--- src/rtl/instr_fetch_queue_pkg.sv ---
// Shared definitions for the fetch queue and the execute stage:
// opcode constants, instruction field positions, queue entry layout
// and the opcode legality check.
package instr_fetch_queue_pkg;

    localparam logic [7:0] OP_ADD = 8'h01;
    localparam logic [7:0] OP_MUL = 8'h02;
    localparam logic [7:0] OP_CLR = 8'h03;

    localparam int OPC_LSB = 0;
    localparam int OPC_W   = 8;
    localparam int IMM_LSB = 8;
    localparam int IMM_W   = 24;

    localparam int ENTRY_W = 64;

    // One queued instruction: the word and the unwrapped PC it came from.
    typedef struct packed {
        logic [31:0] instr;
        logic [31:0] pc;
    } fq_entry_t;

    function automatic logic is_legal_op(input logic [7:0] op);
        return (op == OP_ADD) || (op == OP_MUL) || (op == OP_CLR);
    endfunction

endpackage

--- src/rtl/instr_fetch_queue_fifo.sv ---
// fetch_fifo: DEPTH x W synchronous FIFO with flush, occupancy count and
// full/empty flags. Head is read straight from storage (registered data).
// Callers are responsible for not pushing when full or popping when empty.
module fetch_fifo #(
    parameter int DEPTH = 4,
    parameter int W     = 64,
    localparam int PW   = $clog2(DEPTH),
    localparam int CW   = $clog2(DEPTH + 1)
) (
    input  logic          clk,
    input  logic          rst,
    input  logic          i_flush,
    input  logic          i_push,
    input  logic [W-1:0]  i_wdata,
    input  logic          i_pop,
    output logic [W-1:0]  o_rdata,
    output logic [CW-1:0] o_count,
    output logic          o_full,
    output logic          o_empty
);

    logic [W-1:0]  r_mem [DEPTH];
    logic [PW-1:0] r_wr_ptr;
    logic [PW-1:0] r_rd_ptr;
    logic [CW-1:0] r_count;

    // Storage, pointers and count; flush drops everything but keeps stale data.
    always_ff @(posedge clk or posedge rst) begin
        if (rst) begin
            r_wr_ptr <= '0;
            r_rd_ptr <= '0;
            r_count  <= '0;
            for (int i = 0; i < DEPTH; i++) r_mem[i] <= '0;
        end else if (i_flush) begin
            r_wr_ptr <= '0;
            r_rd_ptr <= '0;
            r_count  <= '0;
        end else begin
            if (i_push) begin
                r_mem[r_wr_ptr] <= i_wdata;
                r_wr_ptr        <= r_wr_ptr + PW'(1);
            end
            if (i_pop) r_rd_ptr <= r_rd_ptr + PW'(1);
            case ({i_push, i_pop})
                2'b10:   r_count <= r_count + CW'(1);
                2'b01:   r_count <= r_count - CW'(1);
                default: r_count <= r_count;
            endcase
        end
    end

    assign o_rdata = r_mem[r_rd_ptr];
    assign o_count = r_count;
    assign o_full  = (r_count == CW'(DEPTH));
    assign o_empty = (r_count == '0);

endmodule

--- src/rtl/instr_fetch_queue.sv ---
// instr_fetch_queue: sequential instruction fetch with credit-based issue
// into a small prefetch FIFO, valid/ready output, opcode predecode and
// redirect/flush. Optional feature macro FETCH_BYPASS_EN lets a response
// arriving at an empty queue drive the outputs in the same cycle.
module instr_fetch_queue
    import instr_fetch_queue_pkg::*;
#(
    parameter int          DEPTH    = 4,
    parameter int          AW       = 5,
    parameter logic [31:0] RESET_PC = 32'h0
) (
    input  logic          clk,
    input  logic          rst,
    input  logic          fetch_en,
    output logic          imem_en,
    output logic [AW-1:0] imem_addr,
    input  logic [31:0]   imem_rdata,
    input  logic          redirect_valid,
    input  logic [31:0]   redirect_pc,
    output logic          out_valid,
    input  logic          out_ready,
    output logic [31:0]   out_instr,
    output logic [31:0]   out_pc,
    output logic          out_illegal
);

    localparam int CW = $clog2(DEPTH + 1);

    logic [31:0]   r_fetch_pc;
    logic [31:0]   r_inflight_pc;
    logic          r_inflight;

    logic [CW-1:0] w_count;
    logic          w_full;
    logic          w_empty;
    logic [CW:0]   w_credit;
    logic          w_issue;
    logic          w_resp;
    logic          w_bypass;
    logic          w_accept;
    logic          w_push;
    logic          w_pop;
    fq_entry_t     w_resp_entry;
    fq_entry_t     w_head;
    fq_entry_t     w_out;
    logic [ENTRY_W-1:0] w_head_raw;

    // Outstanding slots = queued + in flight, using pre-pop count so the
    // FIFO can never be overrun even if the head is not accepted.
    assign w_credit = {1'b0, w_count} + {{CW{1'b0}}, r_inflight};
    assign w_issue  = fetch_en & ~redirect_valid & ~rst & (w_credit < (CW+1)'(DEPTH));

    // A response landing during a redirect belongs to the old stream.
    assign w_resp       = r_inflight & ~redirect_valid;
    assign w_resp_entry = '{instr: imem_rdata, pc: r_inflight_pc};

`ifdef FETCH_BYPASS_EN
    assign w_bypass = w_empty & w_resp;
`else
    assign w_bypass = 1'b0;
`endif

    assign w_head    = fq_entry_t'(w_head_raw);
    assign w_out     = w_bypass ? w_resp_entry : w_head;
    assign out_valid = ~redirect_valid & (~w_empty | w_bypass);
    assign w_accept  = out_valid & out_ready;

    // A bypassed response that is taken immediately never enters the FIFO.
    assign w_push = w_resp & ~w_full & ~(w_bypass & out_ready);
    assign w_pop  = w_accept & ~w_empty;

    // Fetch PC and single outstanding request tracking.
    always_ff @(posedge clk or posedge rst) begin
        if (rst) begin
            r_fetch_pc    <= RESET_PC;
            r_inflight    <= 1'b0;
            r_inflight_pc <= '0;
        end else if (redirect_valid) begin
            r_fetch_pc <= redirect_pc;
            r_inflight <= 1'b0;
        end else if (w_issue) begin
            r_inflight    <= 1'b1;
            r_inflight_pc <= r_fetch_pc;
            r_fetch_pc    <= r_fetch_pc + 32'd1;
        end else begin
            r_inflight <= 1'b0;
        end
    end

    fetch_fifo #(
        .DEPTH (DEPTH),
        .W     (ENTRY_W)
    ) u_fifo (
        .clk     (clk),
        .rst     (rst),
        .i_flush (redirect_valid),
        .i_push  (w_push),
        .i_wdata (w_resp_entry),
        .i_pop   (w_pop),
        .o_rdata (w_head_raw),
        .o_count (w_count),
        .o_full  (w_full),
        .o_empty (w_empty)
    );

    assign imem_en     = w_issue;
    assign imem_addr   = r_fetch_pc[AW-1:0];
    assign out_instr   = w_out.instr;
    assign out_pc      = w_out.pc;
    assign out_illegal = ~is_legal_op(w_out.instr[OPC_LSB +: OPC_W]);

endmodule

--- config.mk ---
export PLATFORM = sky130hd
export DESIGN_NAME = instr_fetch_queue
export DESIGN_NICKNAME = d
export VERILOG_FILES = /design/src/rtl/instr_fetch_queue_pkg.sv /design/src/rtl/instr_fetch_queue_fifo.sv /design/src/rtl/instr_fetch_queue.sv
export SDC_FILE = /design/constraint.sdc
export NUM_CORES = 1
export LEC_CHECK = 0
export CAP_MARGIN = 5
export CORE_MARGIN = 3
export CORE_UTILIZATION = 55
export DETAILED_ROUTE_END_ITERATION = 8
export GPL_TIMING_DRIVEN = 0
export PLACE_DENSITY_LB_ADDON = 0.3
export SLEW_MARGIN = 30
export SYNTH_ARGS = -nofsm -noshare
export SYNTH_HDL_FRONTEND = slang
export SYNTH_SLANG_ARGS = --single-unit
--- constraint.sdc ---
create_clock -name clk -period 27.6 [get_ports clk]
set_input_delay 4.14 -clock clk [delete_from_list [all_inputs] [get_ports clk]]
set_output_delay 4.14 -clock clk [all_outputs]
set_load 0.02 [all_outputs]
==> results.md <==
* DR WL met3 at 2.012 mm
* Worst min path class: flip-flop to flip-flop
* Die height at 169.5 um
* Setup_tns at 0 ps
* WL/cell at 21.00 um
* Sequential share of the synthesized area at 0.5583
* Final setup fails at 0
* Clock Latency Late Sink at 520 ps
* Worst reg2reg startpoint: u_fifo.o_count[0]$_DFFE_PP0P_
* Crit Path Class: primary input to primary output
* Peak supply drop at 59.42 uV
* WL met2 at 16.56 mm
* Gp weighted congestion at 0.9323
* Crit path max fanout at 10
* DRC Markers at 0
* Synth unique cells at between 40 and 50
* Status: finished, final reports clean
* Yosys warns at 0
* Resized Gates After CTS at 0
* Post-synth EDFFs at 0
* Post-Syn Nets at 1145
* R2R cell count at 8
* Clock transition at path regs at approximately 50 ps
* I/O Pins at 141
* CTS buffer count at 35
* Async SR Flop Fraction at 1.000
* First-pass DRT Iterations at 5
* Fin cells at 1607
* Row count at a little under 60
* Antenna violations before repair at 0
* Core box area at 26130 um2
* Final period util at 0.3930
* Reg-to-Reg End: u_fifo.o_count[1]$_DFFE_PP0P_
* Reg-to-reg setup timing slack at 24640 ps
* Die width at 169.5 um
* Inserted Diodes at 0
* Fin. max-slew vios at 0
* Post-Syn Instances at roughly 1100
* Die Area at roughly 29000 um2
* Post-DRT Antenna Nets at 0
* Top sig layer: met4
* Layout cells sized above 1 at 0.3341
* Tmin final at about 11000 ps
* PortBufs at 140
* CP Launch Point: rst
* Most used DFF post-synth: dfrtp_1
* Worst Skew at 14.64 ps
* Via count at 9675
* Least-Margin Pin Slew at 936.8 ps
* Lkg Pwr at 0.008211 uW
* CP startpoint kind: primary input
* Vias/cell at 6.021
* Htree depth at 2
* Unrepaired setup endpoints after global routing: false
* Final hold viol count at 0
* Largest net degree at the start of global routing at 85
* Initial Util at 0.5626
* Post-CTS Setup Repair Bufs at 0
* Critical Path AT at roughly 6700 ps
* CTS tree: built
* Max Clk Rate at 92.19 MHz
* Power Density at 74.88 nW/um2
* Worst Setup EP: imem_en
* Clk buf depth at 3
* Syn_area_per_cell at 13.74 um2
* Vias in the first global route at around 10000
* CTS Hold Bufs at 0
* Clk Tree Root Cell: clkbuf_16
* HPWL after DPL at 23.14 mm
* Rel. slew slack at 0.3755
* M1 WL at between 10 and 15 mm
* Congestion Overflow GR at 0
* Synthesized cell area at 14700 um2
* CP endpoint kind: primary output
* Max Cap Viol at 0
* First-pass GRT wire length at 55.00 mm
* CTS Sinks at ~330
* Dpl cells at 1549
* Final nets at 1326
* Syn-to-layout area delta at 20.66%
* FF+latch count, synth at 328
* Drt total wl at roughly 34 mm
* Iter 0 DRT Violations at 927
* Total track usage at 0.2412
* CP Data Required Time at ~23000 ps
==> cell usage in the layout (no fill, tap or decap), types with 6 or more instances in the layout <==
cell type / synthesis / layout
and3_1: 7 / 7
buf_2: 39 / 39
clkbuf_1: 22 / 32
clkbuf_16: 0 / 36
clkbuf_8: 0 / 7
clkdlybuf4s50_1: 0 / 140
dfrtp_1: 328 / 328
inv_1: 11 / 10
mux2_2: 257 / 257
mux4_2: 64 / 64
nand2_1: 142 / 142
nand3_1: 25 / 25
nand4_1: 14 / 14
nor2_1: 29 / 29
nor3_1: 9 / 9
o211ai_1: 11 / 11
o21ai_0: 26 / 26
o311ai_1: 6 / 6
==> critical path: stages <==
cell,delay (ps)
clkdlybuf4s50_1,500
or4b_1,510
a31o_2,280
inv_2,110
buf_2,260
buf_2,260
clkdlybuf4s50_1,640
==> how the worst min path moves through the flow <==
| stage | from | endpoint | slack, ps | cells past startpoint |
|---|---|---|---|---|
| after floorplan | r_fetch_pc[26]$_DFFE_PP0P_ | r_inflight_pc[26]$_DFFE_PP0P_ | 460 | 2 |
| after global placement | u_fifo.r_mem[190]$_DFFE_PP0P_ | u_fifo.r_mem[190]$_DFFE_PP0P_ | 480 | 1 |
| after detailed placement | u_fifo.r_mem[147]$_DFFE_PP0P_ | u_fifo.r_mem[147]$_DFFE_PP0P_ | 490 | 1 |
| after CTS | u_fifo.r_mem[147]$_DFFE_PP0P_ | u_fifo.r_mem[147]$_DFFE_PP0P_ | 500 | 1 |
| after global routing | u_fifo.r_mem[177]$_DFFE_PP0P_ | u_fifo.r_mem[177]$_DFFE_PP0P_ | 510 | 1 |
| final | u_fifo.r_mem[140]$_DFFE_PP0P_ | u_fifo.r_mem[140]$_DFFE_PP0P_ | 500 | 1 |
==> report_power, final <==
part | internal, uW | switching [uW] | total [uW]
clock | 268 | 183 | 451
combinational | 157 | 130 | 287
sequential | 545 | 46.0 | 591
==> metrics by stage <==
step                      instance area (um2)  power [uW]    util  setup slack (ps)  hold slack [ps]
after floorplan                         14700       758.5       -             14380            460.2
after global placement                  16520       874.7  0.6323             10560            481.4
after global routing                    17740        1387  0.6789             16670            509.1
after detailed placement                16640       887.0  0.6368             16770            487.0
after CTS                               17740        1340  0.6789             16760            499.8
final                                   17740        1328  0.6789             16750            499.3
==> state kept, by name, summed over array words and instances (netlist names) <==
signal	cells
r_inflight	1
u_fifo.r_wr_ptr	2
u_fifo.r_mem	256
r_fetch_pc	32
u_fifo.r_rd_ptr	2
u_fifo.o_count	3
r_inflight_pc	32
==> cells by family (layout without fill, tap and decap cells) <==
logic type / Yosys count / in the layout / synth area share
XOR/XNOR: 6 / 6 / 0.003574
AND/OR/NAND/NOR: 248 / 248 / 0.07548
multiplexers: 321 / 321 / 0.2949
buffers and inverters: 83 / 285 / 0.02579
adder cells (fa/ha/maj): 6 / 6 / 0.005617
flip-flops: 328 / 328 / 0.5583
AO/OA/AOI/OAI: 78 / 78 / 0.03642
==> per-layer routing <==
| layer | global-route usage | vias to the layer above |
|---|---|---|
| met4 | 0.05085 | 0 |
| met2 | 0.3997 | 358 |
| met1 | 0.3476 | 4990 |
| met3 | 0.03331 | 44 |
| met5 | 0 | - |
| li1 | - | 4283 |
==> Yosys cell counts, drive strengths merged, types with 3 or more instances <==
master,instances,area share
dfrtp,328,0.56
mux2,257,0.20
nand2,142,0.036
mux4,64,0.098
buf,49,0.017
nor2,29,0.0074
o21ai,26,0.0088
nand3,25,0.0085
clkbuf,22,0.0056
nand4,15,0.0068
inv,12,0.0031
nor3,11,0.0044
o211ai,11,0.0056
o311ai,9,0.0054
and3,7,0.0030
a31oi,5,0.0021
ha,5,0.0043
nor4,5,0.0021
a21oi,4,0.0014
a22oi,4,0.0020
or4,4,0.0020
xor2,4,0.0024
a21o,3,0.0015
and2,3,0.0013
==> cell type report <==
class | instances | area (um2)
Fill cell | 1873 | 8392
Multi-Input combinational cell | 659 | 6116
Tap cell | 335 | 419.2
Buffer | 71 | 335.3
Timing Repair Buffer | 144 | 1511
Inverter | 12 | 52.55
Sequential cell | 328 | 8208
Clock buffer | 54 | 1039
Clock inverter | 4 | 60.06
(Power assumes the default switching activity.)
